<file path="src/rtl/mul_seq_if.sv">
// Bus between mul_seq and the execute stage: request/result handshake plus
// the borrowed-ALU operand/opcode/result path.
`ifndef OPCODE_ADDU
`define OPCODE_ADDU 6'h21
`endif

interface mul_seq_if;
    logic        start;
    logic        is_signed;
    logic [31:0] op_a;
    logic [31:0] op_b;
    logic        flush;
    logic        busy;
    logic        done;
    logic [31:0] res_hi;
    logic [31:0] res_lo;
    logic        alu_sel;
    logic [5:0]  alu_op;
    logic [31:0] alu_a;
    logic [31:0] alu_b;
    logic [31:0] alu_out;
    logic [2:0]  alu_flags;

    modport master (
        output start, is_signed, op_a, op_b, flush, alu_out, alu_flags,
        input  busy, done, res_hi, res_lo, alu_sel, alu_op, alu_a, alu_b
    );

    modport slave (
        input  start, is_signed, op_a, op_b, flush, alu_out, alu_flags,
        output busy, done, res_hi, res_lo, alu_sel, alu_op, alu_a, alu_b
    );
endinterface

</file>
<file path="src/rtl/mul_seq.sv">
// Multi-cycle 32x32->64 shift-add multiplier that borrows the shared execute
// ALU for one ADDU per iteration; signed operands go through magnitude/sign fix.
module mul_seq #(
    parameter int unsigned ITER  = 32,
    parameter int unsigned CNT_W = 5
) (
    input logic        clk,
    input logic        rst,
    mul_seq_if.slave   bus
);
    typedef enum logic [2:0] {
        S_IDLE,
        S_PREP,
        S_ITER,
        S_FIX,
        S_DONE
    } state_t;

    state_t             state, state_nxt;
    logic [31:0]        hi, lo, mcand;
    logic [31:0]        res_hi_q, res_lo_q;
    logic [CNT_W-1:0]   cnt;
    logic               neg;

    logic               accept;
    logic               last_iter;
    logic [31:0]        mag_a, mag_b;
    logic [63:0]        fixed;
    logic               unused_flags;

    always_comb begin
        accept    = (state == S_IDLE) && bus.start && !bus.flush;
        last_iter = (cnt == CNT_W'(ITER - 1));
        // 0x80000000 maps onto itself, which is the correct unsigned magnitude
        mag_a     = (bus.is_signed && bus.op_a[31]) ? (~bus.op_a + 32'd1) : bus.op_a;
        mag_b     = (bus.is_signed && bus.op_b[31]) ? (~bus.op_b + 32'd1) : bus.op_b;
        fixed     = neg ? (~{hi, lo} + 64'd1) : {hi, lo};
    end

    always_comb begin
        state_nxt = state;
        case (state)
            S_IDLE: if (accept) state_nxt = S_PREP;
            S_PREP: state_nxt = bus.flush ? S_IDLE : S_ITER;
            S_ITER: begin
                if (bus.flush)      state_nxt = S_IDLE;
                else if (last_iter) state_nxt = S_FIX;
            end
            S_FIX:  state_nxt = bus.flush ? S_IDLE : S_DONE;
            S_DONE: state_nxt = S_IDLE;
            default: state_nxt = S_IDLE;
        endcase
    end

    always_ff @(posedge clk) begin
        if (rst) begin
            state    <= S_IDLE;
            hi       <= '0;
            lo       <= '0;
            mcand    <= '0;
            cnt      <= '0;
            neg      <= 1'b0;
            res_hi_q <= '0;
            res_lo_q <= '0;
        end else begin
            state <= state_nxt;
            case (state)
                S_IDLE: begin
                    if (accept) begin
                        neg   <= bus.is_signed & (bus.op_a[31] ^ bus.op_b[31]);
                        mcand <= mag_a;
                        lo    <= mag_b;
                        hi    <= '0;
                        cnt   <= '0;
                    end
                end
                S_ITER: begin
                    // {carry, sum, lo} shifted right by one: the ALU sum feeds hi, its LSB enters lo
                    if (!bus.flush) begin
                        hi  <= {bus.alu_flags[0], bus.alu_out[31:1]};
                        lo  <= {bus.alu_out[0], lo[31:1]};
                        cnt <= cnt + CNT_W'(1);
                    end
                end
                S_FIX: begin
                    if (!bus.flush) begin
                        {hi, lo}             <= fixed;
                        {res_hi_q, res_lo_q} <= fixed;
                    end
                end
                default: ;
            endcase
        end
    end

    assign bus.busy    = (state == S_PREP) || (state == S_ITER) || (state == S_FIX);
    assign bus.done    = (state == S_DONE);
    assign bus.alu_sel = (state == S_ITER);
    assign bus.alu_op  = (state == S_ITER) ? `OPCODE_ADDU : 6'd0;
    assign bus.alu_a   = hi;
    assign bus.alu_b   = lo[0] ? mcand : '0;
    assign bus.res_hi  = res_hi_q;
    assign bus.res_lo  = res_lo_q;

    assign unused_flags = ^bus.alu_flags[2:1];
endmodule

</file>
<file path="src/flat_wrapper.sv">
// flat-port wrapper written by rule: the top's interface ports become plain ports
module mul_seq_flat 
#(
    parameter int unsigned ITER  = 32,
    parameter int unsigned CNT_W = 5
)
  (clk, rst, bus_start, bus_is_signed, bus_op_a, bus_op_b, bus_flush, bus_alu_out, bus_alu_flags, bus_busy, bus_done, bus_res_hi, bus_res_lo, bus_alu_sel, bus_alu_op, bus_alu_a, bus_alu_b);
  mul_seq_if bus_i ();
  input logic clk;
  input logic rst;
  input wire logic [$bits(bus_i.start)-1:0] bus_start;
  input wire logic [$bits(bus_i.is_signed)-1:0] bus_is_signed;
  input wire logic [$bits(bus_i.op_a)-1:0] bus_op_a;
  input wire logic [$bits(bus_i.op_b)-1:0] bus_op_b;
  input wire logic [$bits(bus_i.flush)-1:0] bus_flush;
  input wire logic [$bits(bus_i.alu_out)-1:0] bus_alu_out;
  input wire logic [$bits(bus_i.alu_flags)-1:0] bus_alu_flags;
  output wire logic [$bits(bus_i.busy)-1:0] bus_busy;
  output wire logic [$bits(bus_i.done)-1:0] bus_done;
  output wire logic [$bits(bus_i.res_hi)-1:0] bus_res_hi;
  output wire logic [$bits(bus_i.res_lo)-1:0] bus_res_lo;
  output wire logic [$bits(bus_i.alu_sel)-1:0] bus_alu_sel;
  output wire logic [$bits(bus_i.alu_op)-1:0] bus_alu_op;
  output wire logic [$bits(bus_i.alu_a)-1:0] bus_alu_a;
  output wire logic [$bits(bus_i.alu_b)-1:0] bus_alu_b;
  assign bus_i.start = bus_start;
  assign bus_i.is_signed = bus_is_signed;
  assign bus_i.op_a = bus_op_a;
  assign bus_i.op_b = bus_op_b;
  assign bus_i.flush = bus_flush;
  assign bus_i.alu_out = bus_alu_out;
  assign bus_i.alu_flags = bus_alu_flags;
  assign bus_busy = bus_i.busy;
  assign bus_done = bus_i.done;
  assign bus_res_hi = bus_i.res_hi;
  assign bus_res_lo = bus_i.res_lo;
  assign bus_alu_sel = bus_i.alu_sel;
  assign bus_alu_op = bus_i.alu_op;
  assign bus_alu_a = bus_i.alu_a;
  assign bus_alu_b = bus_i.alu_b;
  mul_seq #(.ITER(ITER), .CNT_W(CNT_W)) u_core (.clk(clk), .rst(rst), .bus(bus_i));
endmodule
</file>
<file path="config.mk">
export PLATFORM = sky130hd
export DESIGN_NAME = mul_seq_flat
export DESIGN_NICKNAME = d
export VERILOG_FILES = /design/src/rtl/mul_seq_if.sv /design/src/rtl/mul_seq.sv /design/src/flat_wrapper.sv
export SDC_FILE = /design/constraint.sdc
export NUM_CORES = 1
export LEC_CHECK = 0
export BUFFER_PORTS_ARGS = -buffer_cell sky130_fd_sc_hd__buf_2
export CAP_MARGIN = 20
export CORE_ASPECT_RATIO = 1.4
export CORE_MARGIN = 4
export CORE_UTILIZATION = 30
export DETAILED_ROUTE_END_ITERATION = 8
export GPL_TIMING_DRIVEN = 0
export RECOVER_POWER = 25
export REMOVE_ABC_BUFFERS = 1
export SLEW_MARGIN = 30
export SYNTH_ARGS = -nofsm -noshare
export SYNTH_HDL_FRONTEND = slang
export SYNTH_SLANG_ARGS = --single-unit
</file>
<file path="constraint.sdc">
create_clock -name clk -period 4.25 [get_ports clk]
set_clock_uncertainty 0.2 [all_clocks]
set_input_delay 0 -clock clk [delete_from_list [all_inputs] [get_ports clk]]
set_output_delay 0 -clock clk [all_outputs]
set_load 0.01 [all_outputs]
</file>
==> results.toml <==
[global_route]
antenna_found_initial = 1
gr-usage-met1_pct = 24.43
use_met3_pct = 4.538
grt.met2_usage_pct = 36.68
top_usage_layer = "met2"
grt_usage_pct = 20.68
first_global_vias = 10679
grt_first_pass_wirelength_mm = 59.73
grt.overflow.total = 0
grt_max_degree = 97

[synthesis]
netlist.area_leader.share_pct = 34.50
ys_ff_latch = 169
synth_mux_area_share_pct = 0.9569
syn_avg_cell_area_um2 = 7.759
synth-simple-area-share_pct = 23.99
yosys.area.top_type = "dfxtp_1"
synthAdderAreaFrac_pct = 0.6379
synth_ff_type = "dfxtp_1"
synth_cells = 1264
synthTopCellsByArea = "dfxtp_1 34%, xor2_1 5.8%, nor2_1 5.8%"
synth_warnings = 0
syn_area_um2 = 9807
async_flop_share_pct = 0
synth_compound_area_share_pct = 24.53
ys_types = 66
synth_top_family_by_area = "compound AO/OA/AOI/OAI gates"
synth_edf_count = 0
ys_seq_area_share_pct = 34.50
synth-xor-area-share_pct = 10.54

[power]
power.total_mw = 4.037
vdd_drop_max_v = 0.0002591
clock_power_share_pct = 39.4
pwr-share-seq_pct = 42.2
p_leak_nw = 4.960
power_density_nw_per_um2 = 302.1
combinationalPowerShare_pct = 18.4
switching_power_mw = 1.170
swShare_pct = 28.99
p_int_mw = 2.866

[placed_design]
globalplace.congestion = 0.8472
dp_cells = 1853
dp_hpwl_mm = 26.57
port_buffers = 234

[floorplanning]
core.rowCount = 78
die_w_um = 160.8
core_area_um2 = 32300
start_util_pct = 30.36
ios = 241
fp.dieH_um = 221.9
die-area_um2 = 35690

[clock_tree]
clock_sinks = 169
h-tree-depth = 4
clk_path_buf_depth = 2
root_buffer = "clkbuf_16"
cts_tree = "yes"
clk_latency_ns = 0.44
cts-buffers-inserted = 17
clk_pin_slew_ns = 0.06

[route]
routed_wl_mm = 37.95
drcViolationCount = 0
ant_nets = 0
via_per_inst = 5.304
vias = 10698
routedWlPerCell_um = 18.82
dr.first_iter.drc_count = 722
drt_pre_antenna_iters = 7

[job]
cap_violations = 0

[critical_path]
path_buf_inv = 0
cp_max_fo = 37
cpPeakStageDelay_ns = 0.75
cp.arrival_ns = 4.08
path_cells = "or4_1, nor3_2, nand4_1, or2_2, o21ai_0, xor2_1, a211oi_1"
critPathSlowestCell = "or4_1"
startpoint_type = "flop"
cp.required_ns = 4.34
critical-path-top-delay-family = "simple AND/OR/NAND/NOR gates"
crit_type = "flop to flop"
cp-end-kind = "flop"

[timing]
whs_ns = 0.02910
period_needed_ns = 3.998
drv_slew = 0
rsz0062_at_grt = "no"
fin_crit_sh_pct = 94.08
final-setup-viol-count = 0
tightestPinTransition_ns = 0.9837
fmax_mhz = 250.1
hold_viol = 0
slew_headroom_pct = 33.82

[layout]
fin_cells = 2017
layout-drive-gt1-share_pct = 15.49
final_util_pct = 41.36
nNetsFinal = 1672
syn_to_final_growth_pct = 36.25

[run_status]
status = "finished, final reports clean"

[hold_path]
min_path_type = "input port to flop"
area by class of cell:
cell class	count	area, um2
tap	440	550.5
clock inverter	11	123.9
sequential	169	3388
inverter	14	52.55
antenna	2	5.005
clock buffer	20	456.7
timing repair buffer	380	2735
fill	3327	18940
multi-input combinational	981	6050
stage by stage:
stage	worst slack (ns)	TNS, ns	instance area [um2]
after floorplan	-1.262	-35.19	9399
after global placement	-6.326	-460.81	11120
after detailed placement	-0.1419	-0.2408	11560
after CTS	0.04192	0	13430
after global routing	0.02524	0	13360
final	0.2518	0	13360
sequential cells by signal (all words and copies together) (netlist names):
name	count
u_core.bus.alu_a	32
u_core.bus.res_hi	32
u_core.bus.res_lo	32
u_core.lo	32
u_core.mcand	32
u_core.cnt	5
u_core.state	3
u_core.neg	1
layer usage:
layer  wire length [um]  vias up  part of all wire (%)
met3               2689       59                   7.1
met5                  0        -                     0
met4               1040        0                   2.7
met2              18770      421                    49
met1              15450     5023                    41
li1                   -     5195                     -
synth_stat cells (9+ instances only):
| library cell | number |
|---|---|
| or3_1 | 23 |
| or2_2 | 9 |
| a211oi_1 | 46 |
| a22o_1 | 19 |
| nor4_1 | 23 |
| xnor2_1 | 53 |
| a221oi_1 | 18 |
| o21ai_0 | 69 |
| nor3_1 | 55 |
| nand4_1 | 9 |
| a22oi_1 | 9 |
| dfxtp_1 | 169 |
| nand2_1 | 111 |
| o22ai_1 | 9 |
| nand2b_1 | 10 |
| a21oi_1 | 85 |
| nor2_1 | 151 |
| and2_1 | 38 |
| inv_1 | 12 |
| or4_1 | 19 |
| clkbuf_1 | 88 |
| o41ai_1 | 14 |
| a31oi_1 | 16 |
| nand3_1 | 14 |
| o31ai_1 | 28 |
| xor2_1 | 65 |
layout by cell type, fill, tap and decap left out, types with 19 or more instances in the layout:
cell           instances
a22o_1                19
nor4_1                22
or3_1                 23
dlygate4sd3_1        128
o21ai_0               69
xnor2_1               53
nand2_1              111
nor3_1                53
and2_1                38
dfxtp_1              167
o31ai_1               28
or4_1                 19
clkbuf_1              76
xor2_1                65
a21oi_1               85
a211oi_1              46
buf_2                158
nor2_1               144
cells by family (layout without fill, tap and decap cells):
family | count (synthesis) | in the layout
flops | 169 | 169
mux | 9 | 9
simple gates | 485 | 485
compound gates | 360 | 360
fa+ha+maj | 5 | 5
xor+xnor | 118 | 118
buf+inv | 117 | 425
other cells | 1 | 6
tightest hold or removal path, stage by stage:
cell,delay [ns]
buf_2,0.13
xnor2_1,0.17
a221oi_1,0.09
a211oi_1,0.22
power groups by stage:
stage	registers, mW	clock network, mW	logic (mW)
after global routing	1.71	1.69	0.809
after floorplan	1.72	0	0.356
final	1.70	1.59	0.741
after global placement	1.74	0	0.578
after CTS	1.70	1.61	0.729
after detailed placement	1.74	0	0.617
timing repair:
item | CTS | global route
buffers inserted | 0 | 3
endpoints found under the setup margin | 3 | 14
gates resized for setup | 1 | 0
pin swaps | 1 | 1
hold buffers | 128 | 0
endpoints found under the hold margin | 107 | 0
worst paths after layout:
kind,slack [ns],end,cells after the start,startpoint
max,0.25,u_core.bus.res_hi[23]$_SDFFE_PP0P_,7,u_core.lo[0]$_SDFFE_PP0P_
min,0.03,u_core.lo[14]$_SDFFE_PP0P_,4,bus_op_b[14]
max reg2reg,0.25,u_core.bus.res_hi[23]$_SDFFE_PP0P_,7,u_core.lo[0]$_SDFFE_PP0P_
min reg2reg,0.25,u_core.bus.res_hi[26]$_SDFFE_PP0P_,2,u_core.bus.res_hi[26]$_SDFFE_PP0P_
No activity file was read; power rests on OpenSTA's default activity.
